<file path="config.mk">
export PLATFORM = sky130hd
export DESIGN_NAME = pipeline_ctrl_flat
export DESIGN_NICKNAME = d
export VERILOG_FILES = /design/src/rtl/pipeline_ctrl_if.sv /design/src/rtl/pipeline_ctrl.sv /design/src/flat_wrapper.sv
export SDC_FILE = /design/constraint.sdc
export NUM_CORES = 1
export LEC_CHECK = 0
export ABC_AREA = 1
export CORE_MARGIN = 2
export CORE_UTILIZATION = 51
export CTS_BUF_LIST = sky130_fd_sc_hd__clkbuf_4
export CTS_CLUSTER_DIAMETER = 150
export DETAILED_ROUTE_END_ITERATION = 10
export HOLD_SLACK_MARGIN = 0.02
export PLACE_DENSITY_LB_ADDON = 0.3
export SYNTH_ARGS = -nofsm -noshare
export SYNTH_HDL_FRONTEND = slang
export SYNTH_SLANG_ARGS = --single-unit
</file>
<file path="constraint.sdc">
create_clock -name clock -period 3 [get_ports clock]
set_input_delay 0.6 -clock clock [delete_from_list [all_inputs] [get_ports clock]]
set_output_delay 0.6 -clock clock [all_outputs]
set_load 0.005 [all_outputs]
</file>
<file path="src/rtl/pipeline_ctrl_if.sv">
// Hazard-controller bus: ID/EX/MEM status from the datapath and the
// resulting pipeline-register enables/flushes plus event counters.
interface pipeline_ctrl_if #(
    parameter int CNT_W = 16
);
    logic [4:0]       id_rs;
    logic [4:0]       id_rt;
    logic             id_uses_rt;
    logic [1:0]       id_compare_code;
    logic [1:0]       id_branch_src;
    logic             id_take;
    logic             ex_memread;
    logic             ex_regwrite;
    logic [4:0]       ex_dest;
    logic             mem_memread;
    logic [4:0]       mem_dest;
    logic             mem_access;
    logic             mem_ready;

    logic             pc_write;
    logic             ifid_write;
    logic             ifid_flush;
    logic             idex_write;
    logic             idex_flush;
    logic             exmem_write;
    logic             memwb_flush;
    logic             mem_fault;
    logic [CNT_W-1:0] stall_count;
    logic [CNT_W-1:0] flush_count;

    // Datapath side: supplies stage status, consumes enables and flushes.
    modport master (
        output id_rs, id_rt, id_uses_rt, id_compare_code, id_branch_src, id_take,
        output ex_memread, ex_regwrite, ex_dest,
        output mem_memread, mem_dest, mem_access, mem_ready,
        input  pc_write, ifid_write, ifid_flush, idex_write, idex_flush,
        input  exmem_write, memwb_flush, mem_fault, stall_count, flush_count
    );

    // Controller side.
    modport slave (
        input  id_rs, id_rt, id_uses_rt, id_compare_code, id_branch_src, id_take,
        input  ex_memread, ex_regwrite, ex_dest,
        input  mem_memread, mem_dest, mem_access, mem_ready,
        output pc_write, ifid_write, ifid_flush, idex_write, idex_flush,
        output exmem_write, memwb_flush, mem_fault, stall_count, flush_count
    );
endinterface

</file>
<file path="src/rtl/pipeline_ctrl.sv">
// Hazard and sequencing controller for the 5-stage mips32 pipeline.
//
//  state  | meaning
//  -------+-----------------------------------------------------------
//  RUN    | normal issue; load-use / branch-operand stalls, taken flushes
//  FREEZE | data memory was busy last cycle; whole pipe held while it stays busy
//  FAULT  | memory watchdog expired; pipe held until reset
//
// Priority: fault > mem-wait > load-use > branch-operand > taken-flush.
module pipeline_ctrl #(
    parameter int MEM_TIMEOUT = 16,
    parameter int CNT_W       = 16
) (
    input  logic            clock,
    input  logic            reset,
    pipeline_ctrl_if.slave  bus
);

    localparam int WAIT_W = $clog2(MEM_TIMEOUT + 1);

    typedef enum logic [1:0] {
        RUN    = 2'd0,
        FREEZE = 2'd1,
        FAULT  = 2'd2
    } state_t;

    state_t            state;
    state_t            stateNext;
    logic [WAIT_W-1:0] waitCnt;
    logic [CNT_W-1:0]  stallCount;
    logic [CNT_W-1:0]  flushCount;

    logic memWait;
    logic lastWait;
    logic loadUse;
    logic checkRs;
    logic checkRt;
    logic hazRs;
    logic hazRt;
    logic branchHazard;
    logic takeFlush;

    logic pcWrite;
    logic ifidWrite;
    logic ifidFlush;
    logic idexWrite;
    logic idexFlush;
    logic exmemWrite;
    logic memwbFlush;
    logic stallEvent;
    logic flushEvent;

    // $0 is hardwired to zero, so it never creates a dependency.
    function automatic logic regMatch(input logic [4:0] a, input logic [4:0] b);
        return (a != 5'd0) && (a == b);
    endfunction

    assign memWait  = bus.mem_access & ~bus.mem_ready;
    assign lastWait = (waitCnt == WAIT_W'(MEM_TIMEOUT - 1));

    assign loadUse = bus.ex_memread &
                     (regMatch(bus.ex_dest, bus.id_rs) |
                      (bus.id_uses_rt & regMatch(bus.ex_dest, bus.id_rt)));

    // beq/bne compare both operands in ID; jr only reads rs; j/jal read nothing.
    assign checkRt = (bus.id_compare_code == 2'b01) | (bus.id_compare_code == 2'b10);
    assign checkRs = checkRt |
                     ((bus.id_compare_code == 2'b11) & (bus.id_branch_src == 2'b10));

    // Operands still in flight: any ALU result in EX, or a load still in MEM.
    assign hazRs = (bus.ex_regwrite & regMatch(bus.ex_dest, bus.id_rs)) |
                   (bus.mem_memread & regMatch(bus.mem_dest, bus.id_rs));
    assign hazRt = (bus.ex_regwrite & regMatch(bus.ex_dest, bus.id_rt)) |
                   (bus.mem_memread & regMatch(bus.mem_dest, bus.id_rt));

    assign branchHazard = (checkRs & hazRs) | (checkRt & hazRt);
    assign takeFlush    = bus.id_take & (bus.id_compare_code != 2'b00);

    // State register.
    always_ff @(posedge clock or negedge reset) begin
        if (!reset) begin
            state <= RUN;
        end else begin
            state <= stateNext;
        end
    end

    // Next-state logic; the watchdog trips on the MEM_TIMEOUT-th consecutive wait cycle.
    always_comb begin
        stateNext = state;
        case (state)
            RUN, FREEZE: begin
                if (memWait) begin
                    stateNext = lastWait ? FAULT : FREEZE;
                end else begin
                    stateNext = RUN;
                end
            end
            FAULT:   stateNext = FAULT;
            default: stateNext = RUN;
        endcase
    end

    // Output decode in priority order; id_take only matters when nothing stalls.
    always_comb begin
        pcWrite    = 1'b1;
        ifidWrite  = 1'b1;
        ifidFlush  = 1'b0;
        idexWrite  = 1'b1;
        idexFlush  = 1'b0;
        exmemWrite = 1'b1;
        memwbFlush = 1'b0;
        stallEvent = 1'b0;
        flushEvent = 1'b0;
        if (state == FAULT) begin
            pcWrite    = 1'b0;
            ifidWrite  = 1'b0;
            idexWrite  = 1'b0;
            exmemWrite = 1'b0;
            memwbFlush = 1'b1;
        end else if (memWait) begin
            pcWrite    = 1'b0;
            ifidWrite  = 1'b0;
            idexWrite  = 1'b0;
            exmemWrite = 1'b0;
            memwbFlush = 1'b1;
            stallEvent = 1'b1;
        end else if (loadUse || branchHazard) begin
            pcWrite    = 1'b0;
            ifidWrite  = 1'b0;
            idexFlush  = 1'b1;
            stallEvent = 1'b1;
        end else if (takeFlush) begin
            ifidFlush  = 1'b1;
            flushEvent = 1'b1;
        end
    end

    // Consecutive mem-wait cycles; frozen in FAULT so the count that tripped is kept.
    always_ff @(posedge clock or negedge reset) begin
        if (!reset) begin
            waitCnt <= '0;
        end else if (state != FAULT) begin
            waitCnt <= memWait ? (waitCnt + WAIT_W'(1)) : '0;
        end
    end

    // Saturating event counters.
    always_ff @(posedge clock or negedge reset) begin
        if (!reset) begin
            stallCount <= '0;
            flushCount <= '0;
        end else begin
            if (stallEvent && (stallCount != '1)) begin
                stallCount <= stallCount + CNT_W'(1);
            end
            if (flushEvent && (flushCount != '1)) begin
                flushCount <= flushCount + CNT_W'(1);
            end
        end
    end

    // Reset forces every enable and flush low without waiting for a clock.
    assign bus.pc_write    = pcWrite    & reset;
    assign bus.ifid_write  = ifidWrite  & reset;
    assign bus.ifid_flush  = ifidFlush  & reset;
    assign bus.idex_write  = idexWrite  & reset;
    assign bus.idex_flush  = idexFlush  & reset;
    assign bus.exmem_write = exmemWrite & reset;
    assign bus.memwb_flush = memwbFlush & reset;
    assign bus.mem_fault   = (state == FAULT) & reset;
    assign bus.stall_count = stallCount;
    assign bus.flush_count = flushCount;

endmodule

</file>
<file path="src/flat_wrapper.sv">
// flat-port wrapper written by rule: the top's interface ports become plain ports
module pipeline_ctrl_flat 
#(
    parameter int MEM_TIMEOUT = 16,
    parameter int CNT_W       = 16
)
  (clock, reset, bus_id_rs, bus_id_rt, bus_id_uses_rt, bus_id_compare_code, bus_id_branch_src, bus_id_take, bus_ex_memread, bus_ex_regwrite, bus_ex_dest, bus_mem_memread, bus_mem_dest, bus_mem_access, bus_mem_ready, bus_pc_write, bus_ifid_write, bus_ifid_flush, bus_idex_write, bus_idex_flush, bus_exmem_write, bus_memwb_flush, bus_mem_fault, bus_stall_count, bus_flush_count);
  pipeline_ctrl_if #(.CNT_W(CNT_W)) bus_i ();
  input  logic clock;
  input  logic reset;
  input wire logic [$bits(bus_i.id_rs)-1:0] bus_id_rs;
  input wire logic [$bits(bus_i.id_rt)-1:0] bus_id_rt;
  input wire logic [$bits(bus_i.id_uses_rt)-1:0] bus_id_uses_rt;
  input wire logic [$bits(bus_i.id_compare_code)-1:0] bus_id_compare_code;
  input wire logic [$bits(bus_i.id_branch_src)-1:0] bus_id_branch_src;
  input wire logic [$bits(bus_i.id_take)-1:0] bus_id_take;
  input wire logic [$bits(bus_i.ex_memread)-1:0] bus_ex_memread;
  input wire logic [$bits(bus_i.ex_regwrite)-1:0] bus_ex_regwrite;
  input wire logic [$bits(bus_i.ex_dest)-1:0] bus_ex_dest;
  input wire logic [$bits(bus_i.mem_memread)-1:0] bus_mem_memread;
  input wire logic [$bits(bus_i.mem_dest)-1:0] bus_mem_dest;
  input wire logic [$bits(bus_i.mem_access)-1:0] bus_mem_access;
  input wire logic [$bits(bus_i.mem_ready)-1:0] bus_mem_ready;
  output wire logic [$bits(bus_i.pc_write)-1:0] bus_pc_write;
  output wire logic [$bits(bus_i.ifid_write)-1:0] bus_ifid_write;
  output wire logic [$bits(bus_i.ifid_flush)-1:0] bus_ifid_flush;
  output wire logic [$bits(bus_i.idex_write)-1:0] bus_idex_write;
  output wire logic [$bits(bus_i.idex_flush)-1:0] bus_idex_flush;
  output wire logic [$bits(bus_i.exmem_write)-1:0] bus_exmem_write;
  output wire logic [$bits(bus_i.memwb_flush)-1:0] bus_memwb_flush;
  output wire logic [$bits(bus_i.mem_fault)-1:0] bus_mem_fault;
  output wire logic [$bits(bus_i.stall_count)-1:0] bus_stall_count;
  output wire logic [$bits(bus_i.flush_count)-1:0] bus_flush_count;
  assign bus_i.id_rs = bus_id_rs;
  assign bus_i.id_rt = bus_id_rt;
  assign bus_i.id_uses_rt = bus_id_uses_rt;
  assign bus_i.id_compare_code = bus_id_compare_code;
  assign bus_i.id_branch_src = bus_id_branch_src;
  assign bus_i.id_take = bus_id_take;
  assign bus_i.ex_memread = bus_ex_memread;
  assign bus_i.ex_regwrite = bus_ex_regwrite;
  assign bus_i.ex_dest = bus_ex_dest;
  assign bus_i.mem_memread = bus_mem_memread;
  assign bus_i.mem_dest = bus_mem_dest;
  assign bus_i.mem_access = bus_mem_access;
  assign bus_i.mem_ready = bus_mem_ready;
  assign bus_pc_write = bus_i.pc_write;
  assign bus_ifid_write = bus_i.ifid_write;
  assign bus_ifid_flush = bus_i.ifid_flush;
  assign bus_idex_write = bus_i.idex_write;
  assign bus_idex_flush = bus_i.idex_flush;
  assign bus_exmem_write = bus_i.exmem_write;
  assign bus_memwb_flush = bus_i.memwb_flush;
  assign bus_mem_fault = bus_i.mem_fault;
  assign bus_stall_count = bus_i.stall_count;
  assign bus_flush_count = bus_i.flush_count;
  pipeline_ctrl #(.MEM_TIMEOUT(MEM_TIMEOUT), .CNT_W(CNT_W)) u_core (.clock(clock), .reset(reset), .bus(bus_i));
endmodule
</file>
# After elaboration in Yosys (flattened, before gate mapping)
# Cells that the tools add are included.
# word_totals
inputBits	33
regBits	39
output_inout_bits	40
# classes
muxes	20
bitwise_logic	24
n_addsub	3
n_reduce_logical	12
n_eq_ne	14
# op_table
op	count
adder 16 x 1 -> 16 bit (second input constant)	2
inequality test 16 bit (second input constant)	2
equality test 5 bit	4
AND 1 bit	17
two-way mux 1 bit	16
nonzero test 5 bit	2
equality test 2 bit (second input constant)	4
logical AND 1 bit	6
bitwise OR 1 bit	6
adder 5 x 1 -> 5 bit (second input constant)	1
equality test 5 x 4 -> 1 bit (second input constant)	1
two-way mux 5 bit	1
equality test 2 x 1 -> 1 bit (second input constant)	2
two-way mux 2 bit	2
one-hot mux 2 bit (2 select lines)	1
logical NOT 2 bit	1
inequality test 2 bit (second input constant)	1
nonzero test 2 bit	1
OR reduction 2 bit	1
logical OR 1 bit	1
inverter 1 bit	1

# Logic depth before layout (Yosys ltp)
# logic_depth
ltp_word	11
depth_mapped	14
ltp_nobuf	12

# Least setup slack after synthesis
# OpenSTA, ideal clock, no wires.
# synth_path
kind	input to output
startpoint	input port bus_id_compare_code[0]
endpoint	output port bus_pc_write
slack_ns	0.340
t_arrival_ns	2.060
required_ns	2.400
cell_stages	8
n_path_buf	2
cell_sequence	inv_1 ha_1 a31o_2 nand2_1 nand4_2 buf_4 nor3_1 buf_4
# synth_via
elab_chain_cells	10
# synth_rtl
item	line_no	rtl
start, declared	flat_wrapper.sv:14	input wire logic [$bits(bus_i.id_compare_code)-1:0] bus_id_compare_code;
equality test 2 x 1 -> 1 bit, or another cell as far along	pipeline_ctrl.sv:66	assign checkRt = (bus.id_compare_code == 2'b01) | (bus.id_compare_code == 2'b10);
bitwise OR 1 bit / AND 1 bit (equally long branches)	pipeline_ctrl.sv:66, pipeline_ctrl.sv:68	
bitwise OR 1 bit	pipeline_ctrl.sv:67	assign checkRs = checkRt |
AND 1 bit	pipeline_ctrl.sv:76	assign branchHazard = (checkRs & hazRs) | (checkRt & hazRt);
bitwise OR 1 bit *	pipeline_ctrl.sv:76	
logical OR 1 bit *	pipeline_ctrl.sv:128	end else if (loadUse || branchHazard) begin
two-way mux 1 bit * (3 in a row)	--	
AND 1 bit *	--	
end, declared	flat_wrapper.sv:24	output wire logic [$bits(bus_i.pc_write)-1:0] bus_pc_write;
# Mark *: on every way between the ends. The rest lies on a longest branch, timed or not.

# Worst setup path in the final report
# layout_path
startpoint	input port bus_id_compare_code[0]
endpoint	output port bus_ifid_flush
# layout_via
elab_chain_cells	10
# layout_rtl
item	line_no	rtl
equality test 2 x 1 -> 1 bit, or another cell as far along	pipeline_ctrl.sv:66	
bitwise OR 1 bit / AND 1 bit (equally long branches)	pipeline_ctrl.sv:66, pipeline_ctrl.sv:68	
bitwise OR 1 bit	pipeline_ctrl.sv:67	
AND 1 bit	pipeline_ctrl.sv:76	
bitwise OR 1 bit	pipeline_ctrl.sv:76	
logical OR 1 bit	pipeline_ctrl.sv:128	
two-way mux 1 bit *	pipeline_ctrl.sv:128	
two-way mux 1 bit *	pipeline_ctrl.sv:121	end else if (memWait) begin
two-way mux 1 bit *	pipeline_ctrl.sv:115	if (state == FAULT) begin
AND 1 bit *	pipeline_ctrl.sv:166	assign bus.ifid_flush = ifidFlush & reset;
end, declared	flat_wrapper.sv:26	output wire logic [$bits(bus_i.ifid_flush)-1:0] bus_ifid_flush;
# Marks and branches as above.

==> impl_metrics.ini <==
[sta]
max_clock_freq_mhz = 337
slew_violations = 0
rsz0062_at_grt = yes
fin_crit_sh = 0.990
relSlewSlack = 0.639
hold_viol_final = 0
setup_viol = 0
period_minus_slack_ps = 2970
tightest_slew_ps = 540
clock_skew_ps = 18.3

[worst_setup_path]
ff2ff_path_depth = 7
start_kind = input port
cp_cell_sequence = clkdlybuf4s50_1, inv_1, ha_1, a31o_2, nand2_1, nand4_2, nor3_2, dlygate4sd2_1
arrival_ps = 2370
regToRegSetupSlack_ps = 750
cp-end-kind = primary output
r2r_start = u_core.bus.stall_count[0]
max_stage_delay_ps = 480
r2r-end = u_core.bus.stall_count[2]
slowest_stage = clkdlybuf4s50_1
cp.buffers_inverters = 3
cp_top_family = buffers and inverters
path_class = in2out
path_max_fanout = 3
worstPathRequired_ps = 2400

[synthesis]
synth-main-ff-cell = dfrtp_1
synth_warnings = 0
ys_seq_elements = 39
yosysSeqAreaShare = 0.345
netlist.area_leader.share = 0.345
async_flop_share = 1.00
syn_inst = 400
synth_area_um2 = 2830
synth.avg_cell_area_um2 = 7.07
synth_edf_count = 0
synth_top_area_cell = dfrtp_1
synth_cell_types = 31
netlist_top_cells_area = dfrtp_1 (34%), nand2_1 (17%), nand3_1 (6.4%)
syn_nets = 439

[pwr]
clkPwrFrac = 0.205
p_comb_frac = 0.311
internal_power_uw = 918
powerDensity_nw_per_um2 = 378
max-vdd-ir-drop_v = 0.000266
static-leakage-power_nw = 1.77
swShare = 0.340
p_seq_frac = 0.484
net-switching-power_uw = 474
power_mw = 1.39

[cells_and_area]
syn2layout_area_growth_pct = 30.2
fin_util = 0.677
fillers = 492
seqCellArea_um2 = 976
layout-drive-gt1-share = 0.0797
n_antenna_cell = 0
multi_input_area_um2 = 1630
nets = 515

[grt]
grt_usage = 0.239
grt_overflow_total = 0
grt_pass1_wl_um = 11900
grt_antenna_before_repair = 0
grt_pass1_vias = 2707
grt_max_degree = 40

[placed_design]
dp_hpwl_um = 5350
numPortBuffers = 72
gp_congestion = 0.897

[die]
row_count = 27
io_pins = 73
die-area_um2 = 6160
coreArea_um2 = 5440
die_h_um = 78.5
start_util = 0.520
die_w_um = 78.5

[min_path]
min_path_type = in2async

[detailed_routing]
num_vias = 2813
vias_per_cell = 5.12
drc = 0
first_pass_iters = 4
wire_per_inst_um = 12.9
antenna_left = 0
drt-total-wl_um = 7080
dr.first_iter.drc_count = 143

[clock_tree]
cts_root_buf = clkbuf_4
htreeDepth = 2
cts.path.max_buffers = 2
numCtsBuffers = 5
holdBufCountCts = 0
clk_latency_ps = 350
post_cts_buffers = 0
numClockSinks = 39
cts_tree = done
clkTransAtPathRegs_ps = 130

[outcome]
outcome = complete, no violations

[flow_run]
maxCapViolations = 0
## what timing repair did
item                                    CTS  global route
endpoints found under the setup margin    4             5
pin swaps                                 2             1
gates resized for setup                  19             4
hold endpoints to repair                  0             0
cloned                                    0             0
## how the worst max path moves through the flow
stage / startpoint / cells past startpoint / end
3_5_place_dp: bus_id_compare_code[0] / 8 / bus_ifid_write
4_1_cts: bus_id_compare_code[0] / 8 / bus_ifid_write
5_1_grt: bus_id_rs[3] / 13 / bus_idex_flush
6_report: bus_id_compare_code[0] / 8 / bus_ifid_flush
3_3_place_gp: bus_id_compare_code[0] / 8 / bus_pc_write
2_1_floorplan: bus_id_compare_code[0] / 8 / bus_pc_write
## per-stage QoR
stage	setup WS (ps)	cell area, µm²	std cells	hold WS (ps)	TNS (ps)
final	31.0	3680	549	359	0
after global routing	-76.6	3680	549	387	-137
after CTS	-3.55	3670	549	366	-5.32
after detailed placement	-314	3610	541	434	-1080
after global placement	-271	3610	541	412	-923
after floorplan	340	2830	400	304	0
## cell usage in the layout, fill, tap and decap left out, drive strengths merged, types with 2 or more instances in the layout
master           n
nand2          134
clkdlybuf4s50   57
inv             46
dfrtp           39
nand3           38
nor2            35
nand4           22
xnor2           20
xor2            18
nor3            16
dlygate4sd2     13
buf              9
ha               6
clkbuf           6
a21oi            5
nand3b           2
nor4             2
## synthesized netlist by cell type (2+ instances only)
library cell / instances
a21oi_1: 5
buf_2: 3
buf_4: 3
buf_6: 2
clkbuf_1: 2
dfrtp_1: 39
ha_1: 6
inv_1: 44
inv_2: 2
nand2_1: 129
nand2_2: 4
nand3_1: 36
nand3b_1: 2
nand4_1: 20
nand4_2: 2
nor2_1: 34
nor3_1: 16
nor4_1: 2
xnor2_1: 20
xor2_1: 18
## power groups by stage
| stage | clock network (mW) | registers (mW) | logic (mW) |
|---|---|---|---|
| global route | 0.314 | 0.686 | 0.487 |
| finish | 0.286 | 0.673 | 0.433 |
| detailed placement | 0 | 0.682 | 0.437 |
| floorplan | 0 | 0.672 | 0.221 |
| CTS | 0.292 | 0.674 | 0.436 |
| global placement | 0 | 0.680 | 0.425 |
## registers in the layout, indices dropped and copies added, names as in the netlist
name / count
u_core.bus.stall_count: 16
u_core.waitCnt: 5
u_core.state: 2
u_core.bus.flush_count: 16
## cell families (layout without fill, tap and decap cells)
logic type               Yosys count  after routing  synth area share
AO/OA/AOI/OAI                      9              9            0.0186
XOR/XNOR                          38             38             0.118
adder cells (fa/ha/maj)            6              6            0.0265
buffers and inverters             57            134            0.0920
flip-flops                        39             39             0.345
AND/OR/NAND/NOR                  251            251             0.400
## routing by layer
| layer | GRT usage | share of wire |
|---|---|---|
| met1 | 0.292 | 0.43 |
| met2 | 0.438 | 0.51 |
| met3 | 0.0448 | 0.044 |
| met4 | 0.0526 | 0.0058 |
| met5 | 0 | 0 |
## layout make-up
| class | instances | area share |
|---|---|---|
| sequential | 39 | 0.265 |
| inverter | 46 | 0.0469 |
| tap | 72 | 0.0245 |
| clock buffer | 6 | 0.0122 |
| clock inverter | 2 | 0.00340 |
| timing repair buffer | 80 | 0.207 |
| multi-input combinational | 304 | 0.441 |
Note: power is estimated with default switching activity, not from simulation.
